$ cat config.mk
export PLATFORM = sky130hd
export DESIGN_NAME = ysyx_210238_ifu_axi_rd_flat
export DESIGN_NICKNAME = d
export VERILOG_FILES = /design/src/rtl/ysyx_210238_ifu_axi_rd_if.sv /design/src/rtl/ysyx_210238_ifu_axi_rd.sv /design/src/flat_wrapper.sv
export SDC_FILE = /design/constraint.sdc
export NUM_CORES = 1
export LEC_CHECK = 0
export ABC_CLOCK_PERIOD_IN_PS = 1420
export BUFFER_PORTS_ARGS = -buffer_cell sky130_fd_sc_hd__buf_2
export CAP_MARGIN = 40
export CORE_AREA = 2 2 107 109
export DETAILED_ROUTE_END_ITERATION = 8
export DIE_AREA = 0 0 109 111
export GPL_TIMING_DRIVEN = 0
export PLACE_DENSITY = 0.75
export SYNTH_ARGS = -nofsm -noshare
export SYNTH_HDL_FRONTEND = slang
export SYNTH_SLANG_ARGS = --single-unit
$ cat constraint.sdc
create_clock -name clk -period 1.42 [get_ports clk]
set_input_delay 0.284 -clock clk [delete_from_list [all_inputs] [get_ports clk]]
set_output_delay 0.284 -clock clk [all_outputs]
set_load 0.005 [all_outputs]
$ cat src/rtl/ysyx_210238_ifu_axi_rd_if.sv
// ---------------------------------------------------------------------------
// ysyx_210238_ifu_axi_rd_if
// AXI4 read-only channel bundle (AR + R) between the instruction-fetch
// bridge and the memory system.
//
// Modports:
//   master - drives AR request fields and r_ready, observes ar_ready and the
//            R beat (the bridge side)
//   slave  - the memory side, mirror image of master
//
// Parameter:
//   ID_W   - width of the AR/R ID fields
// ---------------------------------------------------------------------------
interface ysyx_210238_ifu_axi_rd_if #(
  parameter int ID_W = 4
) ();

  logic            ar_valid;
  logic            ar_ready;
  logic [63:0]     ar_addr;
  logic [ID_W-1:0] ar_id;
  logic [7:0]      ar_len;
  logic [2:0]      ar_size;
  logic [1:0]      ar_burst;
  logic [2:0]      ar_prot;

  logic            r_valid;
  logic            r_ready;
  logic [63:0]     r_data;
  logic [1:0]      r_resp;
  logic            r_last;
  logic [ID_W-1:0] r_id;

  modport master (
    output ar_valid, ar_addr, ar_id, ar_len, ar_size, ar_burst, ar_prot,
    output r_ready,
    input  ar_ready,
    input  r_valid, r_data, r_resp, r_last, r_id
  );

  modport slave (
    input  ar_valid, ar_addr, ar_id, ar_len, ar_size, ar_burst, ar_prot,
    input  r_ready,
    output ar_ready,
    output r_valid, r_data, r_resp, r_last, r_id
  );

endinterface

$ cat src/rtl/ysyx_210238_ifu_axi_rd.sv
// ---------------------------------------------------------------------------
// ysyx_210238_ifu_axi_rd
// Single-outstanding AXI4 read bridge sitting upstream of the instruction
// fetch unit. One IFU request becomes one single-beat AR transaction; the
// selected 32-bit word of the 64-bit R beat comes back to the IFU as a
// one-cycle o_ram_ready pulse. A flush marks the in-flight fetch as dropped
// so its response is consumed on the bus but never reported.
//
// Ports:
//   clk, rst       - clock, synchronous active-high reset
//   i_ram_valid    - fetch request strobe (ignored while busy)
//   i_ram_addr     - fetch byte address
//   i_ram_size     - AXI size code forwarded on AR
//   i_flush        - discard the current/in-flight fetch
//   o_ram_ready    - one-cycle pulse, o_ram_rdata / o_ram_err valid
//   o_ram_rdata    - fetched instruction word (held between pulses)
//   o_ram_err      - response was SLVERR/DECERR, qualifies o_ram_ready
//   o_busy         - bridge has a transaction outstanding
//   axi            - AXI4 read master (AR + R channels)
// ---------------------------------------------------------------------------
module ysyx_210238_ifu_axi_rd #(
  parameter int AXI_ID_W = 4,
  parameter int AXI_ID   = 0
) (
  input  logic        clk,
  input  logic        rst,

  input  logic        i_ram_valid,
  input  logic [63:0] i_ram_addr,
  input  logic [2:0]  i_ram_size,
  input  logic        i_flush,
  output logic        o_ram_ready,
  output logic [31:0] o_ram_rdata,
  output logic        o_ram_err,
  output logic        o_busy,

  ysyx_210238_ifu_axi_rd_if.master axi
);

  typedef enum logic [1:0] {
    ST_IDLE = 2'd0,
    ST_AR   = 2'd1,
    ST_R    = 2'd2
  } state_t;

  state_t      state;
  state_t      state_next;

  logic [63:0] addr_q;
  logic [2:0]  size_q;
  logic        drop;
  logic        ram_ready_q;
  logic        ram_err_q;
  logic [31:0] ram_rdata_q;

  logic        ar_valid;
  logic        r_ready;
  logic        accept_req;
  logic        r_done;
  logic        deliver;

  // r_id is not checked and only the error bit of r_resp matters.
  logic        unused_inputs;
  assign unused_inputs = ^{axi.r_id, axi.r_resp[0]};

  // A request is taken only from IDLE and only when it is not being flushed
  // in the very same cycle.
  assign accept_req = (state == ST_IDLE) && i_ram_valid && !i_flush;

  // The final beat closes the transaction; a beat without r_last is simply
  // consumed while r_ready stays high.
  assign r_done  = (state == ST_R) && axi.r_valid && axi.r_last;

  // A flush arriving together with the final beat also suppresses the pulse.
  assign deliver = r_done && !drop && !i_flush;

  // Next-state and handshake strobes. AR is never withdrawn once raised,
  // even across a flush, so the AXI valid/ready rule holds.
  always_comb begin
    state_next = state;
    ar_valid   = 1'b0;
    r_ready    = 1'b0;
    case (state)
      ST_IDLE: begin
        if (accept_req) state_next = ST_AR;
      end
      ST_AR: begin
        ar_valid = 1'b1;
        if (axi.ar_ready) state_next = ST_R;
      end
      ST_R: begin
        r_ready = 1'b1;
        if (r_done) state_next = ST_IDLE;
      end
      default: begin
        state_next = ST_IDLE;
      end
    endcase
  end

  // State register plus the request latch, drop flag and registered
  // response. ready/err default low so they can only ever pulse for a
  // single cycle; rdata keeps its last value between pulses.
  always_ff @(posedge clk) begin
    if (rst) begin
      state       <= ST_IDLE;
      addr_q      <= 64'd0;
      size_q      <= 3'd0;
      drop        <= 1'b0;
      ram_ready_q <= 1'b0;
      ram_err_q   <= 1'b0;
      ram_rdata_q <= 32'd0;
    end else begin
      state       <= state_next;
      ram_ready_q <= 1'b0;
      ram_err_q   <= 1'b0;

      if (accept_req) begin
        addr_q <= i_ram_addr;
        size_q <= i_ram_size;
        drop   <= 1'b0;
      end

      if ((state != ST_IDLE) && i_flush) begin
        drop <= 1'b1;
      end

      if (deliver) begin
        ram_ready_q <= 1'b1;
        ram_err_q   <= axi.r_resp[1];
        // Bit 2 of the byte address picks the upper or lower 32-bit lane.
        ram_rdata_q <= addr_q[2] ? axi.r_data[63:32] : axi.r_data[31:0];
      end
    end
  end

  assign axi.ar_valid = ar_valid;
  assign axi.ar_addr  = addr_q;
  assign axi.ar_size  = size_q;
  assign axi.ar_id    = AXI_ID_W'(AXI_ID);
  assign axi.ar_len   = 8'd0;
  assign axi.ar_burst = 2'b01;
  assign axi.ar_prot  = 3'b100;
  assign axi.r_ready  = r_ready;

  assign o_ram_ready  = ram_ready_q;
  assign o_ram_err    = ram_err_q;
  assign o_ram_rdata  = ram_rdata_q;
  assign o_busy       = (state != ST_IDLE);

endmodule

$ cat src/flat_wrapper.sv
// flat-port wrapper written by rule: the top's interface ports become plain ports
module ysyx_210238_ifu_axi_rd_flat 
#(
  parameter int AXI_ID_W = 4,
  parameter int AXI_ID   = 0
)
  (clk, rst, i_ram_valid, i_ram_addr, i_ram_size, i_flush, o_ram_ready, o_ram_rdata, o_ram_err, o_busy, axi_ar_valid, axi_ar_addr, axi_ar_id, axi_ar_len, axi_ar_size, axi_ar_burst, axi_ar_prot, axi_r_ready, axi_ar_ready, axi_r_valid, axi_r_data, axi_r_resp, axi_r_last, axi_r_id);
  ysyx_210238_ifu_axi_rd_if #(.ID_W(4)) axi_i ();
  input  logic clk;
  input  logic rst;
  input  logic i_ram_valid;
  input  logic [63:0] i_ram_addr;
  input  logic [2:0] i_ram_size;
  input  logic i_flush;
  output logic o_ram_ready;
  output logic [31:0] o_ram_rdata;
  output logic o_ram_err;
  output logic o_busy;
  output wire logic [$bits(axi_i.ar_valid)-1:0] axi_ar_valid;
  output wire logic [$bits(axi_i.ar_addr)-1:0] axi_ar_addr;
  output wire logic [$bits(axi_i.ar_id)-1:0] axi_ar_id;
  output wire logic [$bits(axi_i.ar_len)-1:0] axi_ar_len;
  output wire logic [$bits(axi_i.ar_size)-1:0] axi_ar_size;
  output wire logic [$bits(axi_i.ar_burst)-1:0] axi_ar_burst;
  output wire logic [$bits(axi_i.ar_prot)-1:0] axi_ar_prot;
  output wire logic [$bits(axi_i.r_ready)-1:0] axi_r_ready;
  input wire logic [$bits(axi_i.ar_ready)-1:0] axi_ar_ready;
  input wire logic [$bits(axi_i.r_valid)-1:0] axi_r_valid;
  input wire logic [$bits(axi_i.r_data)-1:0] axi_r_data;
  input wire logic [$bits(axi_i.r_resp)-1:0] axi_r_resp;
  input wire logic [$bits(axi_i.r_last)-1:0] axi_r_last;
  input wire logic [$bits(axi_i.r_id)-1:0] axi_r_id;
  assign axi_ar_valid = axi_i.ar_valid;
  assign axi_ar_addr = axi_i.ar_addr;
  assign axi_ar_id = axi_i.ar_id;
  assign axi_ar_len = axi_i.ar_len;
  assign axi_ar_size = axi_i.ar_size;
  assign axi_ar_burst = axi_i.ar_burst;
  assign axi_ar_prot = axi_i.ar_prot;
  assign axi_r_ready = axi_i.r_ready;
  assign axi_i.ar_ready = axi_ar_ready;
  assign axi_i.r_valid = axi_r_valid;
  assign axi_i.r_data = axi_r_data;
  assign axi_i.r_resp = axi_r_resp;
  assign axi_i.r_last = axi_r_last;
  assign axi_i.r_id = axi_r_id;
  ysyx_210238_ifu_axi_rd #(.AXI_ID_W(AXI_ID_W), .AXI_ID(AXI_ID)) u_core (.clk(clk), .rst(rst), .i_ram_valid(i_ram_valid), .i_ram_addr(i_ram_addr), .i_ram_size(i_ram_size), .i_flush(i_flush), .o_ram_ready(o_ram_ready), .o_ram_rdata(o_ram_rdata), .o_ram_err(o_ram_err), .o_busy(o_busy), .axi(axi_i));
endmodule
After elaboration in Yosys (flattened, before gate mapping)
Cells that the tools add are included.

Register bits after elaboration: 104. Word-level logic and storage cells: 37.

Equal/unequal tests: 5. Mux-type cells: 10. Bitwise gates (word level): 1. Reductions and logical operators: 14.

Operator list (count): two-way mux 32 bit (1); logical AND 1 bit (7); two-way mux 2 bit (3); one-hot mux 2 bit (3 select lines) (1); two-way mux 1 bit (5); != test 2 x 1 -> 1 bit (second input constant) (2); nonzero test 2 bit (2); AND reduction 3 bit (1); equality test 2 x 1 -> 1 bit (second input constant) (1); equality test 2 bit (second input constant) (1); logical NOT 1 bit (2); logical NOT 2 bit (1); != test 2 bit (second input constant) (1); OR reduction 2 bit (1); NOT 1 bit (1).

Logic depth before layout (Yosys ltp)
Gate-level depths: netlist of run 1.

Word-level depth: 7. Mapped depth: 6. Gate-level depth less buffers: 3.

Worst setup path after synthesis of run 1
OpenSTA, ideal clock, no wires.

Kind: reg-to-reg. Start point: register u_core.state[0]. End point: register u_core.addr_q[10] (netlist: u_core.axi.ar_addr[10]). Arrival time: 1352 ps. Required time: 1288 ps. Path slack: -64 ps. Stages on the path, launching flop included: 7. Path buffers: 3. Cells stage by stage: dfxtp_1 > or4b_1 > clkbuf_1 > buf_6 > buf_6 > nand2_1 > a21oi_1.

Longest elaborated chain between the ends: 3.

Ends and longest elaborated chain: start: declaration (line ysyx_210238_ifu_axi_rd.sv:46) `state_t state;`; start signal: assignment (line ysyx_210238_ifu_axi_rd.sv:114) `state <= state_next;`; logical NOT 2 bit (line ysyx_210238_ifu_axi_rd.sv:68) `assign accept_req = (state == ST_IDLE) && i_ram_valid && !i_flush;`; logical AND 1 bit (2 in series) (line ysyx_210238_ifu_axi_rd.sv:68); end signal: assignment (line ysyx_210238_ifu_axi_rd.sv:119) `addr_q <= i_ram_addr;`; end: declaration (line ysyx_210238_ifu_axi_rd.sv:49) `logic [63:0] addr_q;`.

No other way between the ends. A chain may end at the register's enable or synchronous reset.

Worst setup path in the final report of run 1
Start point: register u_core.state[1]. End point: register u_core.addr_q[63] (netlist: u_core.axi.ar_addr[63]).

The elaborated chain is that of the path after synthesis.

==> results summary, run 1 <==
The final antenna diode count is 0. The share of layout cells above drive strength 1 is 0.5711. TritonCTS built the clock tree. The clock input transition at the sequential cells of the worst setup and hold paths is 0.07 ns. The net switching power figure came out at 0.001651 W. The worst-case reg-to-reg path depth came out at 6.

The area inside the core boundary is 0.01108 mm². The highest metal layer carrying signal wires in the routed design is met4. The mean instance size in the synthesized netlist is 8.555 µm².

In this run the most critical hold path is launched from i_ram_addr[3]. The net count reported at finish is 907. Buffers inserted to repair hold after CTS numbered 0. Once detailed placement completed, the half-perimeter wirelength came to 8931 µm.

The final total negative setup slack came out at -5.910 ns. The worst setup path is launched from a flop. The proportion of power drawn by flip-flops and latches is 0.487. The routability-driven placement congestion ratio came out at 0.7928. The detailed-route DRC error count came out at 0. The data required time of the worst path came out at 1.61 ns.

The final max-slew violation count was 0. The internal portion of the total power is 0.004719 W. Detailed routing placed a total of 926 µm of wire on met3.

Dividing the detail-routed via count by the number of cells gives 4.785. The path type of the worst min-delay path is in2reg. In this run the static leakage power is 3.041 nW. The die footprint came out at 0.01210 mm². The cell area after technology mapping is 0.004106 mm². The count of buffers added on input and output ports is 241.

Compared with the post-synthesis result, the final layout area differs by 65.51%. The detailed-route wire length per cell came out at 14.29 µm. The post-route fraction of the period consumed by the critical path came out at 1.092. The most critical setup path has its startpoint at u_core.state[1].

Setup repair after global routing could not meet its margin everywhere. The via count of the first global-routing pass is 4072. The H-tree depth reported by CTS came out at 3. The flow ran to the end, but the final reports show violations. The power per unit of standard cell area is 937.2 mW/mm². The first routing iteration left 213 violations. The height of the die came out at 111 µm. The insertion delay to the later sink of the worst-skew pair is 0.34 ns. The number of core rows came out at 39. The register bit total from synthesis is 104. At the worst endpoint, the arrival time is 1.74 ns.

The maximum cell stage delay along the critical path came out at 0.52 ns. Counting every instance in the synthesized netlist gives 480. The placed cell area is 0.005552 mm². Of the total power, the clock network draws 0.351. Summing all non-filler instances in the final layout gives an area of 0.006797 mm².

The pre-antenna-repair detailed-routing pass consisted of 6 iterations. The count of unique library cells instantiated by Yosys came out at 23. Of the total power, combinational logic draws 0.162. The most common cell after layout, fill and taps aside is sky130_fd_sc_hd__buf_2. Between clock sinks in the finished design, the worst skew comes to 0.007631 ns.

During synthesis, Yosys emitted a total of 0 warnings. The via count of the routed design came out at 4354. After synthesis, the cell types taking the most area are sky130_fd_sc_hd__dfxtp_1 (51%), sky130_fd_sc_hd__nand2_1 (12%), sky130_fd_sc_hd__a21oi_1 (12%), sky130_fd_sc_hd__mux2i_1 (7.8%), sky130_fd_sc_hd__a211oi_1 (5.9%). The worst setup path is of the reg2reg kind. The biggest fanout along the worst timing path is 5. The detailed-route wire length came out at 13010 µm. The number of routed nets with antenna violations is 0. The number of cells traversed by the worst hold path came out at 3. The number of maximum-capacitance constraint violations is 0. The tree is rooted in a sky130_fd_sc_hd__clkbuf_16. The worst register-to-register path begins at u_core.state[1]. The worst ir drop on vdd came out at 700.7 µV. The global-route total usage across every layer is 0.2018. The final cell utilization of the core is 0.6136. The worst hold slack after final layout is 0.1833 ns. The library cell contributing the largest single delay on the critical path is sky130_fd_sc_hd__or4b_4. The number of I/O pins came out at 265. The endpoint kind of the worst setup timing path is a flop. The sequential fraction of the synthesis area is 0.5070.

The worst relative slew slack is 0.5277. The number of antenna violations at the first check in global routing is 0. The maximum clock frequency came out at 644.9 MHz. The starting density of the core came out at 0.3707. Leaving out fill and tap cells, the most frequent cells in the layout are sky130_fd_sc_hd__buf_2 (243), sky130_fd_sc_hd__dfxtp_1 (101), sky130_fd_sc_hd__nand2_1 (90).

The share of the synthesized area in the top cell type came out at 0.5070. The checks that failed: negative setup slack. After layout, the worst setup slack is -0.1306 ns. For this design, the sink count on the clock tree is 104. Counting I/O delays and the setup requirement, the final critical path takes 1.551 ns.

Setup violations remaining at the end of the flow were counted as 71. After detailed routing, the wire length on met1 is 5085 µm. At the pin with the least slew margin, the transition time is 0.7084 ns. The global-route wire length before repair is 19430 µm. The number of hold violations in the final report came to 0. After detailed routing, the met2 layer carries 6722 µm of wire. The cell repeated most along the worst path is sky130_fd_sc_hd__buf_8. The maximum buffer depth of the clock tree is 2. Entering global routing, the biggest net connects 17 pins. The total overflow reported by the global router came out at 0. Measured along the x axis, the die boundary spans 109 µm. Traced cell by cell, the critical path runs through or4b_4, buf_8, buf_8, buf_6, nand2_2, a21oi_2. Of all cell types, the one taking the most synthesized area is sky130_fd_sc_hd__dfxtp_1. The total CTS buffers is 9. The fraction of power spent switching nets came out at 0.2592.
[metrics by stage]
step | instances | total power, W | setup WS (ns)
after CTS | 906 | 0.006296 | -0.1230
final | 910 | 0.006370 | -0.1306
after floorplan | 495 | 0.003523 | -0.03167
after global placement | 879 | 0.003905 | -0.4090
after detailed placement | 879 | 0.003913 | -0.4191
after global routing | 910 | 0.006648 | -0.1676
[state kept, by name, summed over array words and instances (netlist names)]
name and count:
u_core.axi.ar_addr 64, u_core.o_ram_rdata 32, u_core.axi.ar_size 3, u_core.state 2, u_core.drop 1, u_core.o_ram_err 1, u_core.o_ram_ready 1
[worst max-delay path: cells and delay by family (launching register included)]
family,cells,cell delay [ns]
AND/OR/NAND/NOR,2,0.58
AO/OA/AOI/OAI,1,0.05
buffers and inverters,3,0.43
flip-flops,1,0.35
[cell usage after synthesis (all sizes together)]
library cell and count:
a211oi 32, a21oi 101, a22oi 1, and2 2, buf 34, clkbuf 25, conb 2, dfxtp 104
mux2i 32, nand2 136, nand2b 1, nor2 2, nor2b 2, nor3 1, nor3b 1, nor4b 2
or2 1, or4b 1
[repair_timing]
action / CTS / global route
setup buffers: 8 / 3
endpoints found under the setup margin: 103 / 105
pin swaps: 82 / 9
gates resized for setup: 127 / 98
cloned: 6 / 2
hold endpoints to repair: 0 / 0
[kinds of logic after synthesis]
| kind of cell | Yosys count | synth area share |
|---|---|---|
| DFF | 104 | 0.5070 |
| AOI/OAI and AO/OA | 134 | 0.1834 |
| and+or+nand+nor | 149 | 0.1502 |
| muxes | 32 | 0.07800 |
| buffers and inverters | 59 | 0.07952 |
| other | 2 | 0.001829 |
[routing by layer]
metal | up-vias | track usage
li1 | 2157 | -
met1 | 1981 | 0.2351
met2 | 192 | 0.3611
met3 | 24 | 0.03762
met4 | 0 | 0.07265
met5 | - | 0
[path summary, 6_finish.rpt]
path                                          endpoint  slack (ns)
worst max-delay path            u_core.axi.ar_addr[63]       -0.13
worst min-delay path             u_core.axi.ar_addr[3]        0.18
worst max register to register  u_core.axi.ar_addr[63]       -0.13
worst min register to register  u_core.axi.ar_addr[28]        0.45
[power groups by stage]
| stage | clock network [W] | registers, W | logic [W] |
|---|---|---|---|
| finish | 0.00224 | 0.00310 | 0.00103 |
| global route | 0.00241 | 0.00311 | 0.00113 |
| CTS | 0.00229 | 0.00308 | 0.000924 |
| detailed placement | 0 | 0.00314 | 0.000775 |
| global placement | 0 | 0.00313 | 0.000770 |
| floorplan | 0 | 0.00315 | 0.000377 |
[layout make-up]
class	count	area, µm²
buffer	56	450.4
clock buffer	10	229.0
clock inverter	5	35.03
fill	961	4280
multi-input combinational	332	2325
sequential	104	2091
tap	143	178.9
timing repair buffer	260	1488
Note: power is estimated with default switching activity, not from simulation.
==> inputs of run 2 (changes only) <==
Settings changed: RECOVER_POWER from default to 100.
==> run 2 against run 1 <==
  * The flow still finishes with violations (negative setup slack)
  * Sequential power hardly changed
  * Sequential share of layout area is 0.36 points higher
  * Worst setup slack worse by 0.00072 ns
==> results summary, run 2 (same netlist as run 1, synthesis figures left out) <==
The critical path is of the reg2reg type. Clock-pin slew was measured on the worst setup and hold paths at 0.07 ns. The most numerous cell type found on the critical path is sky130_fd_sc_hd__buf_8. In this run the clock root is driven by a sky130_fd_sc_hd__clkbuf_16. The number of I/O pins came out at 265. The most common cell after layout, fill and taps aside is sky130_fd_sc_hd__buf_2. The maximum cell stage delay along the critical path is 0.52 ns. The height of the die came out at 111 µm. The met1 global-route usage is 0.2351.

The maximum clock frequency is 644.6 MHz. In the global route stage, met2 resource usage came out at 0.3611. The biggest fanout along the worst timing path came out at 5.

The share of power burned in the clock network came out at 0.352. The number of hold violations in the final report is 0. The layer with the highest usage is met2. The data required time of the worst path is 1.61 ns.

The pin slew with the least headroom to its limit came out at 0.7129 ns. The number of antenna violations at the first check in global routing is 0. The worst setup path is captured at a flop. The minimum clock period after layout is 1.551 ns. The placed wire-length estimate after detailed placement came out at 8931 µm. The area inside the core boundary is 0.01108 mm². The initialized floorplan defines 39 standard-cell rows. In this run the power spent charging and discharging nets is 0.001656 W.

The share of layout cells above drive strength 1 is 0.4902. The data arrival time of the worst path came out at 1.74 ns. After layout, the worst setup slack is -0.1314 ns. The run finished, with violations left. The register with the most flip-flops in the layout has 64 of them. The path type of the worst min-delay path is in2reg. The number of buffer cells added on primary ports is 241. Across the VDD grid, the largest voltage drop is 703.6 µV. Walking the worst path, the cells encountered are or4b_4, buf_8, buf_8, buf_6, nand2_2, a21oi_2.

Setup repair after global routing could not meet its margin everywhere. The worst relative slew slack is 0.5247. The global-route total usage across every layer is 0.2018. The proportion of power drawn by flip-flops and latches is 0.488. The power per unit of standard cell area is 946.7 mW/mm². The number of buffers added to fix hold violations after cts is 0. The startpoint identified for the worst hold timing path is i_ram_addr[3]. The starting density of the core is 0.3707. The via count of the routed design is 4369. The maximum buffer depth of the clock tree came out at 2.

The worst setup path is launched from a flop. Routability-driven placement finished with a final weighted congestion of 0.7928. The number of endpoints failing setup at the final stage came out at 70.

The final max-slew violation count was 0. The checks that failed: negative setup slack. The maximum number of pins on one net before global-route repair is 17. The startpoint of the most critical register-to-register path is u_core.state[1]. The worst slack at placement is -0.4191 ns. The relative area change from synthesis to final layout came out at 63.62%. The number of search-and-repair iterations in the first detailed-routing pass came out at 4.

For this design, the sink count on the clock tree is 104. The met3 track utilization from global routing came out at 0.03762. The cell leakage power came out at 2.777 nW. The global-route wire length before repair came out at 19430 µm.

The CTS tree is yes. The via count of the first global-routing pass is 4072. The post-route fraction of the period consumed by the critical path is 1.093. The fraction of power spent switching nets is 0.2603. The clock reaches the later pin of the worst-skew pair after 0.34 ns. Across the routed clock network, the largest skew measured is 0.008752 ns. The final cell count without fillers came out at 910. The die is 109 µm wide.

The number of maximum-capacitance constraint violations is 0. Dividing the detail-routed via count by the number of cells gives 4.801. The H-tree was split into 3 levels. The overall power after layout came out at 0.006361 W. The detailed-route DRC error count is 0.

The cell count after placement is 879. Once detail routing completed, the nets flagged for antenna violations numbered 0. Buffers inserted during clock tree synthesis total 9. The net count reported at finish came out at 907.

The library cell contributing the largest single delay on the critical path is sky130_fd_sc_hd__or4b_4. Of the total power, combinational logic draws 0.160. The detailed-route wire length per cell is 14.38 µm. The violation count after the first detailed-route iteration came out at 195. In the layout the commonest cells are sky130_fd_sc_hd__buf_2 (180), sky130_fd_sc_hd__dfxtp_1 (101), sky130_fd_sc_hd__nand2_1 (90). The critical path starts at u_core.state[1]. The die footprint is 0.01210 mm². The total overflow reported by the global router is 0. The internal portion of the total power is 0.004705 W. The number of antenna diodes in the final layout is 0. The detailed-route wire length is 13080 µm.
[run 2: cell types whose count changed in the layout (fill, tap and decap cells not counted), sizes merged]
cell,previous run,this run
buf,297,234
clkbuf,29,92
[run 2: power by group through the flow]
stage	clock, W	sequential (W)	combinational (W)
after CTS	0.00229	0.00308	0.000924
after detailed placement	0	0.00314	0.000775
after floorplan	0	0.00315	0.000377
after global routing	0.00241	0.00311	0.00111
final	0.00224	0.00310	0.00102
after global placement	0	0.00313	0.000770
[run 2: area by class of cell]
class | count | area [µm²]
multi-input combinational | 332 | 2325
clock inverter | 5 | 35.03
buffer | 56 | 450.4
timing repair buffer | 260 | 1410
clock buffer | 10 | 229.0
tap | 143 | 178.9
sequential | 104 | 2091
fill | 994 | 4358
[run 2: worst paths after layout]
path	end	slack, ns	cells past startpoint
worst max register to register	u_core.axi.ar_addr[63]	-0.13	6
worst min-delay path	u_core.axi.ar_addr[3]	0.18	3
worst max-delay path	u_core.axi.ar_addr[63]	-0.13	6
worst min register to register	u_core.axi.ar_addr[28]	0.45	2
[run 2: metal layers]
layer  wire length [µm]  vias to the layer above  share of wire
met4                263                        0          0.020
met2               6721                      195           0.51
li1                   -                     2158              -
met1               5158                     1994           0.39
met5                  0                        -              0
met3                940                       22          0.072
[run 2: stage by stage]
step	setup TNS [ns]	hold slack [ns]	util	instance area (µm²)
floorplan	-0.6335	0.4200	-	4167
global placement	-32.08	0.4391	0.5012	5552
detailed placement	-31.41	0.4430	0.5012	5552
CTS	-7.717	0.1691	0.5768	6389
global route	-11.07	0.1762	0.6066	6719
finish	-5.910	0.1833	0.6066	6719
[run 2: worst max-delay path, delay by kind of cell (launching register included)]
kind            cells  cell delay (ns)
simple gates        2             0.58
flops               1             0.35
compound gates      1             0.05
buf+inv             3             0.43
[run 2: what timing repair did]
item / CTS / global route
pin swaps: 82 / 9
gates cloned: 6 / 2
gates resized for setup: 127 / 98
endpoints found under the setup margin: 103 / 105
buffers inserted: 8 / 3
hold endpoints to repair: 0 / 0
